`config.mk`:
```
export PLATFORM = sky130hd
export DESIGN_NAME = voice_allocator
export DESIGN_NICKNAME = d
export VERILOG_FILES = /design/src/rtl/voice_allocator.sv
export SDC_FILE = /design/constraint.sdc
export NUM_CORES = 1
export LEC_CHECK = 0
export ABC_AREA = 1
export CELL_PAD_IN_SITES_DETAIL_PLACEMENT = 1
export CELL_PAD_IN_SITES_GLOBAL_PLACEMENT = 2
export CORE_UTILIZATION = 34
export DETAILED_ROUTE_END_ITERATION = 8
export MAX_ROUTING_LAYER = met4
export PLACE_DENSITY = 0.78
export SYNTH_ARGS = -nofsm -noshare
export SYNTH_HDL_FRONTEND = slang
export SYNTH_SLANG_ARGS = --single-unit
```
`constraint.sdc`:
```
create_clock -name clk -period 2.7 [get_ports clk]
set_input_delay 0.54 -clock clk [delete_from_list [all_inputs] [get_ports clk]]
set_output_delay 0.54 -clock clk [all_outputs]
set_load 0.01 [all_outputs]
```
`src/rtl/voice_allocator.sv`:
```
// Polyphony allocator: key edges -> note_on/note_off events over a shared voice pool, stealing round-robin when full.
// Latency: key sampled at edge t -> outputs at edge t+2; one event serviced per cycle, no backpressure (edges queue as pending bits).
module voice_allocator #(
  parameter int NUM_KEYS       = 8,
  parameter int NUM_VOICES     = 4,
  parameter int KEY_W          = 3,
  parameter int VOICE_W        = 2,
  parameter int RELEASE_CYCLES = 4
) (
  input  logic                        clk,
  input  logic                        reset,
  input  logic [NUM_KEYS-1:0]         key_in,
  output logic [NUM_VOICES-1:0]       voice_gate,
  output logic [NUM_VOICES-1:0]       voice_busy,
  output logic [NUM_VOICES*KEY_W-1:0] voice_key,
  output logic                        note_on,
  output logic                        note_off,
  output logic                        stolen,
  output logic [VOICE_W-1:0]          event_voice
);

  localparam int CNT_W = $clog2(RELEASE_CYCLES + 1);

  typedef enum logic [1:0] {IDLE, HELD, RELEASING} vstate_t;

  logic [NUM_KEYS-1:0] key_q, press_pend, rel_pend;
  vstate_t             state [NUM_VOICES];
  logic [KEY_W-1:0]    vkey  [NUM_VOICES];
  logic [CNT_W-1:0]    cnt   [NUM_VOICES];
  logic [VOICE_W-1:0]  steal_ptr;
  logic                on_r, off_r, stolen_r;
  logic [VOICE_W-1:0]  ev_r;

  logic [NUM_KEYS-1:0] rise, fall, cancel, rel_cand, press_cand, rel_clr, press_clr;
  logic                rel_any, press_any, match_any, idle_any, relg_any;
  logic [KEY_W-1:0]    rel_k, press_k;
  logic [VOICE_W-1:0]  match_v, idle_v, relg_v, chosen_v;
  logic                do_rel, do_press, do_steal;

  assign rise       = key_in & ~key_q;
  assign fall       = ~key_in & key_q;
  // A press released before it was serviced vanishes together with its release.
  assign cancel     = fall & press_pend;
  assign rel_cand   = rel_pend & ~cancel;
  assign press_cand = press_pend & ~cancel;

  always_comb begin
    rel_any   = 1'b0;
    rel_k     = '0;
    press_any = 1'b0;
    press_k   = '0;
    for (int k = NUM_KEYS - 1; k >= 0; k--) begin
      if (rel_cand[k]) begin
        rel_any = 1'b1;
        rel_k   = KEY_W'(k);
      end
      if (press_cand[k]) begin
        press_any = 1'b1;
        press_k   = KEY_W'(k);
      end
    end
    match_any = 1'b0;
    match_v   = '0;
    idle_any  = 1'b0;
    idle_v    = '0;
    relg_any  = 1'b0;
    relg_v    = '0;
    for (int v = NUM_VOICES - 1; v >= 0; v--) begin
      if (state[v] == HELD && vkey[v] == rel_k) begin
        match_any = 1'b1;
        match_v   = VOICE_W'(v);
      end
      if (state[v] == IDLE) begin
        idle_any = 1'b1;
        idle_v   = VOICE_W'(v);
      end
      if (state[v] == RELEASING) begin
        relg_any = 1'b1;
        relg_v   = VOICE_W'(v);
      end
    end
  end

  assign do_rel    = rel_any;
  assign do_press  = press_any & ~rel_any;
  assign do_steal  = do_press & ~idle_any & ~relg_any;
  assign chosen_v  = idle_any ? idle_v : (relg_any ? relg_v : steal_ptr);
  assign rel_clr   = do_rel   ? (NUM_KEYS'(1) << rel_k)   : '0;
  assign press_clr = do_press ? (NUM_KEYS'(1) << press_k) : '0;

  always_ff @(posedge clk) begin
    if (reset) begin
      key_q      <= '0;
      press_pend <= '0;
      rel_pend   <= '0;
      steal_ptr  <= '0;
      on_r       <= 1'b0;
      off_r      <= 1'b0;
      stolen_r   <= 1'b0;
      ev_r       <= '0;
      for (int v = 0; v < NUM_VOICES; v++) begin
        state[v] <= IDLE;
        vkey[v]  <= '0;
        cnt[v]   <= '0;
      end
    end else begin
      key_q      <= key_in;
      press_pend <= (press_pend | rise) & ~cancel & ~press_clr;
      rel_pend   <= (rel_pend | fall) & ~cancel & ~rel_clr;
      on_r       <= 1'b0;
      off_r      <= 1'b0;
      stolen_r   <= 1'b0;
      for (int v = 0; v < NUM_VOICES; v++) begin
        if (state[v] == RELEASING) begin
          cnt[v] <= cnt[v] - CNT_W'(1);
          if (cnt[v] == CNT_W'(1)) state[v] <= IDLE;
        end
      end
      // Assignment below overrides the expiry above when the same voice is picked.
      if (do_rel && match_any) begin
        state[match_v] <= RELEASING;
        cnt[match_v]   <= CNT_W'(RELEASE_CYCLES);
        off_r          <= 1'b1;
        ev_r           <= match_v;
      end
      if (do_press) begin
        state[chosen_v] <= HELD;
        vkey[chosen_v]  <= press_k;
        cnt[chosen_v]   <= '0;
        on_r            <= 1'b1;
        stolen_r        <= do_steal;
        ev_r            <= chosen_v;
        if (do_steal)
          steal_ptr <= (steal_ptr == VOICE_W'(NUM_VOICES - 1)) ? '0 : steal_ptr + VOICE_W'(1);
      end
    end
  end

  always_ff @(posedge clk) begin
    if (reset) begin
      voice_gate  <= '0;
      voice_busy  <= '0;
      voice_key   <= '0;
      note_on     <= 1'b0;
      note_off    <= 1'b0;
      stolen      <= 1'b0;
      event_voice <= '0;
    end else begin
      for (int v = 0; v < NUM_VOICES; v++) begin
        voice_gate[v]                <= (state[v] == HELD);
        voice_busy[v]                <= (state[v] != IDLE);
        voice_key[v*KEY_W +: KEY_W]  <= vkey[v];
      end
      note_on     <= on_r;
      note_off    <= off_r;
      stolen      <= stolen_r;
      event_voice <= ev_r;
    end
  end

endmodule

```
# After elaboration in Yosys (flattened, before gate mapping)
# Memories as Yosys holds them, arrays and structs flattened.
# Cells that the tools add are included.
# totals
register_bits	56
latch_bits	0
ramBits	32
mem_bits_ro	0
in_bits	10
output_inout_bits	25
wordCells	207
n_memories	3
# classes
addsub	5
multipliers	0
div_mod_pow	0
magnitude_cmp	0
eq_ne	17
shifts	2
muxes	115
n_bitwise	31
n_reduce_logical	19
# memory_table
memory	words	word_bits	rd	rd_ports_with_merged_regs	write_ports	line_no	source
cnt	4	3	4	0	5	29	logic [CNT_W-1:0] cnt [NUM_VOICES];
vkey	4	3	4	0	4	28	logic [KEY_W-1:0] vkey [NUM_VOICES];
state	4	2	4	0	5	27	vstate_t state [NUM_VOICES];
# ops
operator	n
bitwise AND 8 bit	9
two-way mux 1 bit	66
two-way mux 3 bit	22
two-way mux 2 bit	25
NOT 8 bit	5
two-way mux 8 bit	2
bitwise OR 8 bit	2
left shift 1 x 3 -> 8 bit (first input constant)	2
equality test 3 x 1 -> 1 bit (second input constant)	4
equality test 3 bit	4
subtractor 3 x 1 -> 3 bit (second input constant)	4
equality test 2 bit (second input constant)	5
nonzero test 2 bit	5
equality test 2 x 1 -> 1 bit (second input constant)	4
zero test 2 bit	4
bitwise OR 1 bit	8
OR reduction 3 bit	2
logical AND 1 bit	5
NOT 1 bit	4
OR reduction 2 bit	2
bitwise AND 1 bit	3
adder 2 x 1 -> 2 bit (second input constant)	1
AND reduction 2 bit	1

# Depth between registers and ports, before layout
# depth
word_depth	24
mapped_depth	22
depth_no_buf	22

# Worst setup path after synthesis
# Ideal clock, no wire load.
# synth_timing
kind	input to register
start	input port key_in[7]
end	memory state[3][0] (netlist name) (enable)
setup_time_ns	0.327
arrival_time_ns	2.079
required_time_ns	2.373
path_slack_ns	0.294
cell_stages	19
n_path_buf	0
path_cell_list	inv_1 nand3_1 nand2_1 inv_1 nand2_1 nand2_1 nand2_1 nand2_1 nand2_1 nand2_2 nand2_1 nand2_1 nand3_2 nand2_1 inv_1 nand2_1 a21oi_4 nand3_4 o21ai_0
# synth_rtl
element	line_no	source
start, declared	12	input logic [NUM_KEYS-1:0] key_in,
end, declared	27	

==> run summary <==
Status -> finished clean
Detailed Route Iter0 Violations -> 136
Sequential-to-total area share from yosys stat -> 47.2%
WP buf/inv -> 3
Yosys reg bits -> 88
Area of the multi-input gates -> 1960 sq um
IO buf count -> 34
Worst VDD drop -> 464 uV
Worst-path clk slew -> 60 ps
Vias in the first global route -> 3917
Mapped Cells -> 542
Clk Latency, worst-skew pair -> 350 ps
CTS tree -> yes
Post-route DRC violation count -> 0
Yosys warning count -> 0
Final Non-Filler Cells -> 816
# H-tree levels -> 3
Synth area leader -> dfxtp_1
CP Launch Type -> primary input
Dpl hpwl -> 9220 um
Average cell area after synthesis -> 7.82 sq um
Die Width -> 114 um
Die H -> 114 um
Worst hold path type -> register to register
Largest net degree at the start of global routing -> 38
Max Cap Violations -> 0
Initial Util -> 35.2%
Area grow syn2layout -> 35.4%
Syn Nets -> 561
Min cycle time layout -> 2580 ps
Final Setup Violations -> 0
FF/Latch Area -> 2000 sq um
Setup TNS -> 0 ps
Share of layout cells above drive strength 1 -> 24.7%
Crit path max-delay cell type -> clkdlybuf4s50_1
Critical path peak fanout -> 6
Gr usage total -> 20.5%
Via count -> 3753
GR Overflow Total -> 0
Per-cell routed wire length -> 14.7 um
Initial antenna violation count -> 0
Drt first pass iters -> 4
Worst Setup Path Type -> primary input to register
Mapped Area -> 4240 sq um
WL final -> 12000 um
Core area -> 12100 sq um
Clock root buffer -> clkbuf_16
WP data arrival -> 2640 ps
Lkg Pwr -> 2.71 nW
Nets -> 662
Commonest cells after routing, fill and taps aside -> nand2_1 (89), inv_1 (85), nor2_1 (83)
Vias per inst -> 4.60
Dominant cells by area after synthesis -> dfxtp_1 (30%), edfxtp_1 (17%), nand2_1 (9.3%)
Yosys cell types -> 36
GPL Wtd Cong -> 0.852
Design Area, Final -> 5740 sq um
Post-synth top area share -> 30.2%
Worst path top cell family by delay -> simple AND/OR/NAND/NOR gates
Required @ worst endpoint -> 2760 ps
Measured slew at the worst slew-check pin -> 518 ps
Slew Viols, Final -> 0
Die ar. -> 12900 sq um
Routed Antenna Nets -> 0
Total I/O pin count -> 35
Rows -> 40
Slowest cell delay on critical path -> 410 ps
Slew margin rel. -> 65.5%
CP endpoint kind -> register
Sink Count -> 88
Global-route wire length before repair -> 19400 um
Final Hold Viols -> 0
CTS buffer count -> 9
Placed cell area -> 5210 sq um
Antenna Cells -> 0
Fill cells -> 1494
Power per Cell Area -> 808 nW/um^2
Period utilisation layout -> 95.6%
Cell Chain, Critical Path -> clkdlybuf4s50_1, inv_2, nand3_1, nand2_2, nand2_4, nor2_8, nand2_4, nand2_1, nand3_1, nor2_1, nand3_2, nand2_1, inv_2, nand2_2, nand3_4, nand2_8, nand3_4, o21ai_4
DP Worst Slack -> -489 ps
Setup WS post-layout -> 120 ps
Highest Clock Rate -> 0.388 GHz
Clock buffer depth -> 2
Most common cell after layout, fill and taps aside -> nand2_1
Dpl cells -> 797
Post-route clock skew -> 10.5 ps
Final hold slack -> 406 ps
## worst reg2reg max path, delay by kind of cell (launching register included)
family / cells / cell delay, ps
buf+inv: 2 / 110
flops: 1 / 330
simple gates: 15 / 1540
compound gates: 1 / 100
## cell usage after synthesis
master    number
o21ai_2        1
a21boi_0       1
xnor2_1        4
nand3_4        4
edfxtp_1      24
o31ai_1        1
nand3_2        4
nand2_1      105
o21bai_1       1
a31oi_1        3
a21oi_4        1
dfxtp_1       64
clkbuf_1       5
nor2_2         4
nand4_1        4
ha_1           9
o211ai_1       7
inv_2         15
o21ai_0       26
o21ai_1        3
nand2_4        6
a21oi_1       13
nor4_1         1
nor2_8         3
nand3_1       31
nor2_1        85
o311ai_0       1
inv_4          1
inv_1         88
or2_2          2
buf_6          1
nor2_4         3
buf_1          2
nor3_1         8
nand2_2        9
a221oi_1       2
## final cells by class
class,instances,share of cell area [%]
Tap cell,168,3.66
Sequential cell,88,34.9
Clock buffer,13,4.53
Clock inverter,3,1.13
Inverter,104,6.89
Multi-Input combinational cell,342,34.2
Timing Repair Buffer,98,14.8
## repair_timing
item                                    CTS  global route
resized for setup                        14            39
hold buffers                              0             0
buffers inserted                          2             1
endpoints found under the setup margin   20            53
pin swaps                                 3            21
## power by group
part	internal (mW)	total, mW	switching, mW
combinational	0.640	1.56	0.919
sequential	1.59	1.70	0.111
clock	0.861	1.38	0.521
## registers in the layout, indices dropped and copies added (netlist names), 2 cells and up
signal and flops:
cnt 12, ev_r 2, event_voice 2, key_q 8, press_pend 8, rel_pend 8, state 8, steal_ptr 2
vkey 12, voice_busy 4, voice_gate 4, voice_key 12
## kinds of logic after synthesis
| kind of cell | Yosys count | share of synthesized area, % |
|---|---|---|
| buf+inv | 112 | 10.2 |
| compound gates | 60 | 8.38 |
| xor+xnor | 4 | 0.826 |
| simple gates | 269 | 30.8 |
| fa+ha+maj | 9 | 2.66 |
| flops | 88 | 47.2 |
## path summary, 6_finish.rpt
kind / slack [ps] / to / depth (start not counted) / from
min reg2reg: 410 / note_on / 2 / on_r
max: 120 / state[2][0] / 18 / key_in[1]
max reg2reg: 320 / state[2][0] / 18 / key_q[0]
min: 410 / note_on / 2 / on_r
## per-layer routing
layer | up-vias | GRT usage, % | part of all wire [%]
met5 | - | - | 0
met4 | 0 | 5.70 | 1.6
met3 | 16 | 5.58 | 4.4
met2 | 52 | 33.2 | 48
met1 | 1781 | 25.1 | 46
li1 | 1904 | - | -
## stage by stage
step           power [mW]  utilization (%)
2_1_floorplan        2.57                -
3_3_place_gp         3.13             43.2
3_5_place_dp         3.17             43.2
4_1_cts              4.62             46.4
5_1_grt              4.92             47.6
6_report             4.64             47.6
(Power assumes the default switching activity.)
